**src/rtl/cpu_defs_pkg.sv**
```systemverilog
// Shared definitions for the multi-cycle CPU controller: state encoding,
// opcode/funct values, ALU commands and datapath mux selects.
package cpu_defs;

  localparam int unsigned STATE_W   = 4;
  localparam int unsigned OP_W      = 6;
  localparam int unsigned FUNCT_W   = 6;
  localparam int unsigned SEL_W     = 2;
  localparam int unsigned ALU_CMD_W = 3;
  localparam int unsigned LINK_REG  = 31;

  typedef enum logic [STATE_W-1:0] {
    S_START    = 4'd0,
    S_FETCH    = 4'd1,
    S_DECODE   = 4'd2,
    S_EXEC_R   = 4'd3,
    S_EXEC_I   = 4'd4,
    S_WB_ALU   = 4'd5,
    S_MEM_ADDR = 4'd6,
    S_MEM_RD   = 4'd7,
    S_MEM_WR   = 4'd8,
    S_WB_MEM   = 4'd9,
    S_BRANCH   = 4'd10,
    S_JUMP     = 4'd11,
    S_JUMP_R   = 4'd12,
    S_HALT     = 4'd13
  } state_t;

  localparam logic [OP_W-1:0] OP_RTYPE = 6'h00;
  localparam logic [OP_W-1:0] OP_J     = 6'h02;
  localparam logic [OP_W-1:0] OP_JAL   = 6'h03;
  localparam logic [OP_W-1:0] OP_BEQ   = 6'h04;
  localparam logic [OP_W-1:0] OP_BNE   = 6'h05;
  localparam logic [OP_W-1:0] OP_ADDI  = 6'h08;
  localparam logic [OP_W-1:0] OP_XORI  = 6'h0E;
  localparam logic [OP_W-1:0] OP_LW    = 6'h23;
  localparam logic [OP_W-1:0] OP_SW    = 6'h2B;

  localparam logic [FUNCT_W-1:0] FN_JR  = 6'h08;
  localparam logic [FUNCT_W-1:0] FN_ADD = 6'h20;
  localparam logic [FUNCT_W-1:0] FN_SUB = 6'h22;
  localparam logic [FUNCT_W-1:0] FN_SLT = 6'h2A;

  localparam int unsigned ALU_ADD = 0;
  localparam int unsigned ALU_SUB = 1;
  localparam int unsigned ALU_XOR = 2;
  localparam int unsigned ALU_SLT = 3;

  localparam logic [SEL_W-1:0] REG_DST_RT   = 2'd0;
  localparam logic [SEL_W-1:0] REG_DST_RD   = 2'd1;
  localparam logic [SEL_W-1:0] REG_DST_LINK = 2'd2;

  localparam logic [SEL_W-1:0] MTR_ALUOUT = 2'd0;
  localparam logic [SEL_W-1:0] MTR_MDR    = 2'd1;
  localparam logic [SEL_W-1:0] MTR_PC     = 2'd2;

  localparam logic SRC_A_PC = 1'b0;
  localparam logic SRC_A_DA = 1'b1;

  localparam logic [SEL_W-1:0] SRC_B_REG    = 2'd0;
  localparam logic [SEL_W-1:0] SRC_B_FOUR   = 2'd1;
  localparam logic [SEL_W-1:0] SRC_B_IMM    = 2'd2;
  localparam logic [SEL_W-1:0] SRC_B_IMM_SH = 2'd3;

  localparam logic [SEL_W-1:0] PC_SRC_ALU    = 2'd0;
  localparam logic [SEL_W-1:0] PC_SRC_ALUOUT = 2'd1;
  localparam logic [SEL_W-1:0] PC_SRC_JUMP   = 2'd2;
  localparam logic [SEL_W-1:0] PC_SRC_REG    = 2'd3;

  function automatic logic is_rtype(input logic [OP_W-1:0] op);
    return op == OP_RTYPE;
  endfunction

endpackage

```
**src/rtl/alu_cmd_decode.sv**
```systemverilog
// Combinational ALU command selection from the current state and the
// instruction held in IR; also flags whether an R-type funct is supported.
module alu_cmd_decode
  import cpu_defs::*;
#(
  parameter int unsigned CMD_W = ALU_CMD_W
) (
  input  state_t             state,
  input  logic [OP_W-1:0]    opcode,
  input  logic [FUNCT_W-1:0] funct,
  output logic [CMD_W-1:0]   alu_command,
  output logic               funct_ok
);

  always_comb begin
    funct_ok = 1'b0;
    case (funct)
      FN_ADD, FN_SUB, FN_SLT: funct_ok = 1'b1;
      default:                funct_ok = 1'b0;
    endcase
  end

  // ADD is the resting command; fetch/decode/address states rely on it.
  always_comb begin
    alu_command = CMD_W'(ALU_ADD);
    case (state)
      S_EXEC_R: begin
        case (funct)
          FN_SUB:  alu_command = CMD_W'(ALU_SUB);
          FN_SLT:  alu_command = CMD_W'(ALU_SLT);
          default: alu_command = CMD_W'(ALU_ADD);
        endcase
      end
      S_EXEC_I: begin
        if (opcode == OP_XORI) alu_command = CMD_W'(ALU_XOR);
      end
      S_BRANCH: alu_command = CMD_W'(ALU_SUB);
      default:  alu_command = CMD_W'(ALU_ADD);
    endcase
  end

endmodule

```
**src/rtl/multicycle_fsm.sv**
```systemverilog
// Multi-cycle CPU control FSM: sequences fetch, decode, execute, memory and
// writeback over the shared ALU, regfile and unified memory.
module multicycle_fsm
  import cpu_defs::*;
#(
  parameter int unsigned CMD_W = ALU_CMD_W
) (
  input  logic               clk,
  input  logic               reset,
  input  logic [OP_W-1:0]    opcode,
  input  logic [FUNCT_W-1:0] funct,
  input  logic               zero,
  input  logic               mem_ready,
  output logic               pc_write,
  output logic               ir_write,
  output logic               i_or_d,
  output logic               mem_read,
  output logic               mem_write,
  output logic               reg_write,
  output logic [SEL_W-1:0]   reg_dst,
  output logic [SEL_W-1:0]   mem_to_reg,
  output logic               alu_src_a,
  output logic [SEL_W-1:0]   alu_src_b,
  output logic [CMD_W-1:0]   alu_command,
  output logic [SEL_W-1:0]   pc_source,
  output logic               halted
);

  state_t state;
  state_t state_nxt;
  logic   funct_ok;
  logic   rtype;

  assign rtype = is_rtype(opcode);

  alu_cmd_decode #(
    .CMD_W(CMD_W)
  ) u_alu_cmd_decode (
    .state      (state),
    .opcode     (opcode),
    .funct      (funct),
    .alu_command(alu_command),
    .funct_ok   (funct_ok)
  );

  always_ff @(posedge clk) begin
    if (reset) state <= S_START;
    else       state <= state_nxt;
  end

  // Next-state: memory states hold until mem_ready, HALT holds until reset.
  always_comb begin
    state_nxt = state;
    case (state)
      S_START:  state_nxt = S_FETCH;
      S_FETCH:  if (mem_ready) state_nxt = S_DECODE;
      S_DECODE: begin
        if (rtype) begin
          state_nxt = (funct == FN_JR) ? S_JUMP_R : S_EXEC_R;
        end else begin
          case (opcode)
            OP_LW, OP_SW:     state_nxt = S_MEM_ADDR;
            OP_ADDI, OP_XORI: state_nxt = S_EXEC_I;
            OP_BEQ, OP_BNE:   state_nxt = S_BRANCH;
            OP_J, OP_JAL:     state_nxt = S_JUMP;
            default:          state_nxt = S_HALT;
          endcase
        end
      end
      S_EXEC_R:   state_nxt = funct_ok ? S_WB_ALU : S_HALT;
      S_EXEC_I:   state_nxt = S_WB_ALU;
      S_WB_ALU:   state_nxt = S_FETCH;
      S_MEM_ADDR: state_nxt = (opcode == OP_SW) ? S_MEM_WR : S_MEM_RD;
      S_MEM_RD:   if (mem_ready) state_nxt = S_WB_MEM;
      S_MEM_WR:   if (mem_ready) state_nxt = S_FETCH;
      S_WB_MEM:   state_nxt = S_FETCH;
      S_BRANCH:   state_nxt = S_FETCH;
      S_JUMP:     state_nxt = S_FETCH;
      S_JUMP_R:   state_nxt = S_FETCH;
      S_HALT:     state_nxt = S_HALT;
      default:    state_nxt = S_START;
    endcase
  end

  // Outputs follow the state register; only the fetch strobes see mem_ready.
  always_comb begin
    pc_write   = 1'b0;
    ir_write   = 1'b0;
    i_or_d     = 1'b0;
    mem_read   = 1'b0;
    mem_write  = 1'b0;
    reg_write  = 1'b0;
    reg_dst    = REG_DST_RT;
    mem_to_reg = MTR_ALUOUT;
    alu_src_a  = SRC_A_PC;
    alu_src_b  = SRC_B_REG;
    pc_source  = PC_SRC_ALU;
    halted     = 1'b0;
    case (state)
      S_FETCH: begin
        mem_read  = 1'b1;
        alu_src_b = SRC_B_FOUR;
        ir_write  = mem_ready;
        pc_write  = mem_ready;
      end
      S_DECODE: alu_src_b = SRC_B_IMM_SH;
      S_EXEC_R: alu_src_a = SRC_A_DA;
      S_EXEC_I: begin
        alu_src_a = SRC_A_DA;
        alu_src_b = SRC_B_IMM;
      end
      S_WB_ALU: begin
        reg_write = 1'b1;
        reg_dst   = rtype ? REG_DST_RD : REG_DST_RT;
      end
      S_MEM_ADDR: begin
        alu_src_a = SRC_A_DA;
        alu_src_b = SRC_B_IMM;
      end
      S_MEM_RD: begin
        mem_read = 1'b1;
        i_or_d   = 1'b1;
      end
      S_MEM_WR: begin
        mem_write = 1'b1;
        i_or_d    = 1'b1;
      end
      S_WB_MEM: begin
        reg_write  = 1'b1;
        mem_to_reg = MTR_MDR;
      end
      S_BRANCH: begin
        alu_src_a = SRC_A_DA;
        pc_source = PC_SRC_ALUOUT;
        pc_write  = (opcode == OP_BEQ) ? zero : ~zero;
      end
      S_JUMP: begin
        pc_write  = 1'b1;
        pc_source = PC_SRC_JUMP;
        if (opcode == OP_JAL) begin
          reg_write  = 1'b1;
          reg_dst    = REG_DST_LINK;
          mem_to_reg = MTR_PC;
        end
      end
      S_JUMP_R: begin
        pc_write  = 1'b1;
        pc_source = PC_SRC_REG;
      end
      S_HALT:  halted = 1'b1;
      default: ;
    endcase
  end

endmodule
```
**config.mk**
```make
export PLATFORM = sky130hd
export DESIGN_NAME = multicycle_fsm
export DESIGN_NICKNAME = d
export VERILOG_FILES = /design/src/rtl/cpu_defs_pkg.sv /design/src/rtl/alu_cmd_decode.sv /design/src/rtl/multicycle_fsm.sv
export SDC_FILE = /design/constraint.sdc
export NUM_CORES = 1
export LEC_CHECK = 0
export ABC_AREA = 1
export ABC_CLOCK_PERIOD_IN_PS = 1560
export BUFFER_PORTS_ARGS = -buffer_cell sky130_fd_sc_hd__buf_2
export CAP_MARGIN = 5
export CORE_MARGIN = 5
export CORE_UTILIZATION = 25
export CTS_BUF_LIST = sky130_fd_sc_hd__clkbuf_16
export DETAILED_ROUTE_END_ITERATION = 12
export PLACE_DENSITY_LB_ADDON = 0.25
export SYNTH_ARGS = -nofsm -noshare
export SYNTH_HDL_FRONTEND = slang
export SYNTH_HIERARCHICAL = 1
export SYNTH_SLANG_ARGS = --single-unit
```
**constraint.sdc**
```tcl
create_clock -name clk -period 1.56 [get_ports clk]
set_input_delay 0.078 -clock clk [delete_from_list [all_inputs] [get_ports clk]]
set_output_delay 0.078 -clock clk [all_outputs]
set_load 0.01 [all_outputs]
```
==> impl_metrics.py, run 1 <==
metrics = {
    "pwr": {
        "power_density_nw_per_um2": 1310,
        "ir_worst_vdd_mv": 0.502,
        "power_mw": 1.53,
        "p_leak_nw": 0.696,
    },
    "die": {
        "fp-row-count": 20,
        "die_w_um": 67.2,
        "io-pin-count": 35,
        "core-area_um2": 3100,
        "die_h_um": 67.2,
        "die-area_um2": 4510,
        "start_util_pct": 26.3,
    },
    "timing": {
        "hold_viol_final": 0,
        "grt_setup_unrepaired": "true",
        "final.min_clock_period_ns": 1.53,
        "final_max_slew_viol_count": 0,
        "finalSetupViolCount": 0,
        "period_share_pct": 97.9,
        "fin_worst_skew_ns": 0.000775,
        "max_freq_ghz": 0.655,
    },
    "setup_path": {
        "reg2reg_slack_ns": 0.20,
        "cpPeakStageDelay_ns": 0.36,
        "crit_chain": "nor2_2, inv_2, nor2_4, inv_2, nor2_1, nor2_2, o31ai_2, buf_2",
        "worst-path-stages": 8,
        "worstSetupPathType": "flop to primary output",
        "worstReg2RegStart": "state[3]$_SDFFE_PP0P_",
        "rr_endpoint": "state[0]$_SDFFE_PP0P_",
        "crit_path_start": "state[3]$_SDFFE_PP0P_",
        "worstPathRequired_ns": 1.48,
        "end_kind": "primary output",
        "path_max_fanout": 6,
        "cp_slowest_cell": "dfxtp_2",
        "cp.arrival_ns": 1.45,
        "crit_family": "simple AND/OR/NAND/NOR gates",
        "critPathBufInv": 3,
        "setup.worst_path.start_class": "flop",
        "worst-r2r-cell-count": 8,
    },
    "final_layout": {
        "final_area_um2": 1170,
        "largest_reg_flops": 4,
        "n_antenna_cell": 0,
        "top_register": "state",
        "drive_above_1_share_pct": 35.2,
        "area_delta_synth_final_pct": 42.7,
        "layout.nets": 217,
        "reg.largest.list": "state (4)",
    },
    "place": {
        "dp_hpwl_um": 2090,
        "placed_area_um2": 1030,
        "numPortBuffers": 33,
        "gp_congestion": 0.857,
    },
    "global_routing": {
        "grt_pass1_wl_um": 4080,
        "grt_pass1_vias": 936,
        "groute.usage.overall_pct": 11.4,
        "grt-ovfl-total": 0,
        "antenna_found_initial": 0,
        "grt_max_degree": 8,
    },
    "clock_network": {
        "h-tree-depth": 1,
        "cts_sinks": 4,
        "numCtsBuffers": 3,
        "cts_buffer_depth": 2,
        "root_buffer": "clkbuf_16",
        "clk_pin_slew_ns": 0.03,
        "clk_latency_ns": 0.22,
        "cts_tree": "yes",
    },
    "yosys": {
        "synth_edf_count": 0,
        "yosys_warnings": 6,
        "async_flop_share_pct": 0,
        "synth_nets": 178,
        "synth_ff_type": "dfxtp_1",
        "synth_common_cells": "38 x nand2_1, 35 x inv_1, 28 x nor2_1, 15 x nand3_1, 6 x nor2_2",
        "yosysMostFrequentCell": "nand2_1",
        "syn_area_per_cell_um2": 5.04,
        "syn-cell-area_um2": 817,
        "yosys.area.top_type_share_pct": 17.5,
        "synth_area_leader_cell": "nand2_1",
        "synthCells": 162,
        "ys_seq_area_share_pct": 9.80,
        "ys_seq_elements": 4,
        "synth_area_leaders": "nand2_1 17%, inv_1 16%, nor2_1 13%, dfxtp_1 9.8%, nand3_1 9.2%",
        "synth_cell_types": 28,
    },
    "detailed_routing": {
        "drt-initial-drc-count": 35,
        "drtAntennaViolNets": 0,
        "wl_per_cell_um": 10.7,
        "dr.pass1.iters": 4,
        "vias_per_cell": 4.42,
        "vias": 1073,
        "drt-total-wl_um": 2590,
        "drc_errors": 0,
    },
    "min_path": {
        "min_from": "reset",
        "holdPathEnd": "state[0]$_SDFFE_PP0P_",
        "min_path_type": "input pin to flop",
        "whs_path_depth": 2,
    },
    "outcome": {
        "status": "finished clean",
    },
    "run": {
        "maxCapViolations": 0,
    },
}
## worst register-to-register path, stage by stage, from the launching register on
cell     delay (ns)
dfxtp_2        0.42
nand2_4        0.11
buf_4          0.15
buf_4          0.14
nor2_4         0.14
o21ai_4        0.09
nor2_2         0.10
inv_2          0.04
a21oi_2        0.11
## stage by stage
| stage | setup slack [ns] | TNS [ns] | instances | utilization, % | hold WS, ns |
|---|---|---|---|---|---|
| detailed placement | 0.113 | 0 | 238 | 33.2 | 0.291 |
| global route | -0.0296 | -0.0296 | 243 | 37.6 | 0.0545 |
| floorplan | 0.245 | 0 | 162 | - | 0.140 |
| global placement | 0.125 | 0 | 238 | 33.2 | 0.293 |
| finish | 0.0322 | 0 | 243 | 37.6 | 0.0519 |
| CTS | 0.0183 | 0 | 241 | 36.3 | 0.0538 |
## how the worst max path moves through the flow
stage	end	slack [ns]
floorplan	reg_dst[1]	0.24
global route	pc_write	-0.03
CTS	pc_write	0.02
global placement	pc_write	0.12
detailed placement	reg_write	0.11
finish	pc_write	0.03
## cell families (layout without fill, tap and decap cells)
group	count (synthesis)	after routing	share of synthesized area, %
other cells	1	1	0.459
compound gates	17	17	13.8
flops	4	4	9.80
buf+inv	41	78	19.8
xor+xnor	1	1	1.07
simple gates	98	98	55.1
## power breakdown
group / switching, mW / total [mW] / internal (mW)
clock: 0.0716 / 0.399 / 0.327
sequential: 0.0788 / 0.228 / 0.149
combinational: 0.571 / 0.904 / 0.333
## metal layers
layer | vias up | track usage [%] | share of wire, %
met5 | - | 0 | 0
met4 | 0 | 2.28 | 0.62
met3 | 2 | 1.66 | 10
met2 | 58 | 17.4 | 43
met1 | 450 | 16.8 | 46
li1 | 563 | - | -
## cell type report
type / instances / area, um^2
fill: 383 / 1940
multi-input combinational: 117 / 617
timing repair buffer: 36 / 188
inverter: 39 / 146
sequential: 4 / 85.1
clock buffer: 3 / 75.1
tap: 44 / 55.1
## placed cells by master (no fill, tap or decap)
cell type   n
nand2_1    36
inv_1      33
buf_2      33
nor2_1     25
nand3_1    15
nor2_2      7
inv_2       5
nand2_2     5
nor2_4      4
o21ai_0     4
dfxtp_2     4
o21ai_1     3
a21oi_1     3
clkbuf_16   3
buf_4       3
nand2_4     2
a31oi_1     1
o31ai_2     1
nor3_1      1
nor4_4      1
a211o_1     1
clkinv_1    1
o211ai_1    1
o21ai_4     1
xnor2_1     1
nand4_1     1
a21oi_2     1
nand3b_1    1
o21a_1      1
conb_1      1
## repair_timing
action	4_1_cts	5_1_grt
endpoints found under the setup margin	5	3
endpoints found under the hold margin	0	0
hold buffers	0	0
pin swaps	0	1
resized for setup	7	10
buffers inserted	0	2
(Power assumes the default switching activity.)
==> run 2, diff against run 1 <==
CORE_ASPECT_RATIO = 1.4   (was default)
==> run 2 against run 1 <==
  * Die area increased by 0.36%
  * Clock power increased by 1%
  * Critical path depth decreased by 2
  * Design area increased by 1.9%
  * Count of clock-buffer cells in the layout unchanged
  * Sequential share of layout area increased by 0.49 points
  * Critical path type unchanged
  * Largest power group unchanged
  * Highest routed layer unchanged
==> impl_metrics.py, run 2 (synthesis results as in run 1) <==
metrics = {
    "setup_path": {
        "critPathBufInv": 3,
        "crit_family": "simple AND/OR/NAND/NOR gates",
        "worstPathRequired_ns": 1.48,
        "worstReg2RegStart": "state[2]$_SDFFE_PP0P_",
        "path_max_fanout": 5,
        "cpPeakStageDelay_ns": 0.35,
        "cp.arrival_ns": 1.42,
        "setup.worst_path.start_class": "flop",
        "cp_slowest_cell": "dfxtp_4",
        "end_kind": "primary output",
        "worst-r2r-cell-count": 10,
        "crit_chain": "inv_2, nand2_4, buf_12, nor4_4, a211o_1, buf_2",
        "worstSetupPathType": "flop to primary output",
        "worst-path-stages": 6,
        "crit_path_start": "state[2]$_SDFFE_PP0P_",
    },
    "pwr": {
        "power_mw": 1.54,
        "power_density_nw_per_um2": 1300,
        "p_leak_nw": 0.712,
        "ir_worst_vdd_mv": 0.796,
    },
    "global_routing": {
        "use_met1_pct": 13.5,
        "busiest_layer": "met2",
        "grtUsageMet3_pct": 1.50,
        "grt-ovfl-total": 0,
        "antenna_found_initial": 0,
        "grt_pass1_vias": 1031,
        "grt_max_degree": 10,
        "groute.usage.overall_pct": 11.7,
        "grtUsageMet2_pct": 20.7,
        "grt_pass1_wl_um": 4280,
    },
    "detailed_routing": {
        "drt-initial-drc-count": 36,
        "dr.pass1.iters": 4,
        "vias_per_cell": 4.46,
        "vias": 1062,
        "drc_errors": 0,
        "drtAntennaViolNets": 0,
        "wl_per_cell_um": 10.4,
        "drt-total-wl_um": 2480,
    },
    "clock_network": {
        "root_buffer": "clkbuf_16",
        "cts_buffer_depth": 2,
        "clk_latency_ns": 0.23,
        "h-tree-depth": 1,
        "cts_hold_buf": 0,
        "cts_sinks": 4,
        "clk_pin_slew_ns": 0.03,
        "cts_tree": "yes",
        "numCtsBuffers": 3,
    },
    "final_layout": {
        "drive_above_1_share_pct": 35.7,
        "top_register": "state",
        "mostFrequentLayoutCell": "nand2_1",
        "n_antenna_cell": 0,
        "largest_reg_flops": 4,
        "area_delta_synth_final_pct": 45.5,
        "final_cell_mix": "37 x nand2_1, 33 x inv_1, 33 x buf_2, 24 x nor2_1, 15 x nand3_1",
        "reg.largest.list": "state (4)",
        "layout.nets": 217,
    },
    "min_path": {
        "min_from": "reset",
        "min_path_type": "input pin to flop",
        "whs_path_depth": 2,
    },
    "die": {
        "fp-row-count": 24,
        "die_w_um": 58.3,
        "die_h_um": 77.6,
        "die-area_um2": 4530,
        "core-area_um2": 3120,
        "io-pin-count": 35,
        "start_util_pct": 26.2,
    },
    "place": {
        "dp_hpwl_um": 2110,
        "gp_congestion": 0.855,
        "numPortBuffers": 33,
    },
    "timing": {
        "period_share_pct": 96.1,
        "grt_setup_unrepaired": "true",
        "final_max_slew_viol_count": 0,
        "fin_worst_skew_ns": 0.00164,
        "fin_tns_setup_ns": 0,
        "finalSetupViolCount": 0,
        "hold_viol_final": 0,
        "final.min_clock_period_ns": 1.50,
        "max_freq_ghz": 0.667,
    },
    "run": {
        "maxCapViolations": 0,
    },
    "outcome": {
        "status": "finished clean",
    },
}
-- run 2: routing by layer --
layer  wire length [um]  share of wire [%]
met2               1340                 54
met4                 43                1.7
met5                  0                  0
met1                985                 40
met3                105                4.2
-- run 2: where the power goes --
part / switching [mW] / internal [mW] / total [mW]
Sequential: 0.0915 / 0.159 / 0.250
Combinational: 0.547 / 0.338 / 0.885
Clock: 0.0763 / 0.328 / 0.404
-- run 2: stage by stage --
| stage | util [%] | cells | setup WS, ns | cell area, um^2 | hold slack, ns |
|---|---|---|---|---|---|
| floorplan | - | 162 | 0.245 | 817 | 0.140 |
| global placement | 32.5 | 232 | 0.134 | 1020 | 0.296 |
| detailed placement | 32.5 | 232 | 0.138 | 1020 | 0.291 |
| CTS | 35.7 | 235 | 0.0191 | 1110 | 0.0493 |
| global route | 38.1 | 238 | -0.0119 | 1190 | 0.0746 |
| finish | 38.1 | 238 | 0.0612 | 1190 | 0.0471 |
-- run 2: repair_timing --
action                     CTS  global route
buffers inserted             0             3
setup endpoints to repair    5             2
pin swaps                    0             1
gates resized for setup      8            14
-- run 2: final cells by class --
| type | count | area [um^2] |
|---|---|---|
| Fill cell | 370 | 1930 |
| Tap cell | 39 | 48.8 |
| Multi-Input combinational cell | 117 | 622 |
| Timing Repair Buffer | 36 | 200 |
| Sequential cell | 4 | 92.6 |
| Inverter | 39 | 150 |
| Clock buffer | 3 | 75.1 |
-- run 2: final timing paths --
path / to / slack (ns)
worst max register to register: state[0]$_SDFFE_PP0P_ / 0.30
worst min-delay path: state[0]$_SDFFE_PP0P_ / 0.05
worst min register to register: state[0]$_SDFFE_PP0P_ / 0.67
worst max-delay path: reg_write / 0.06
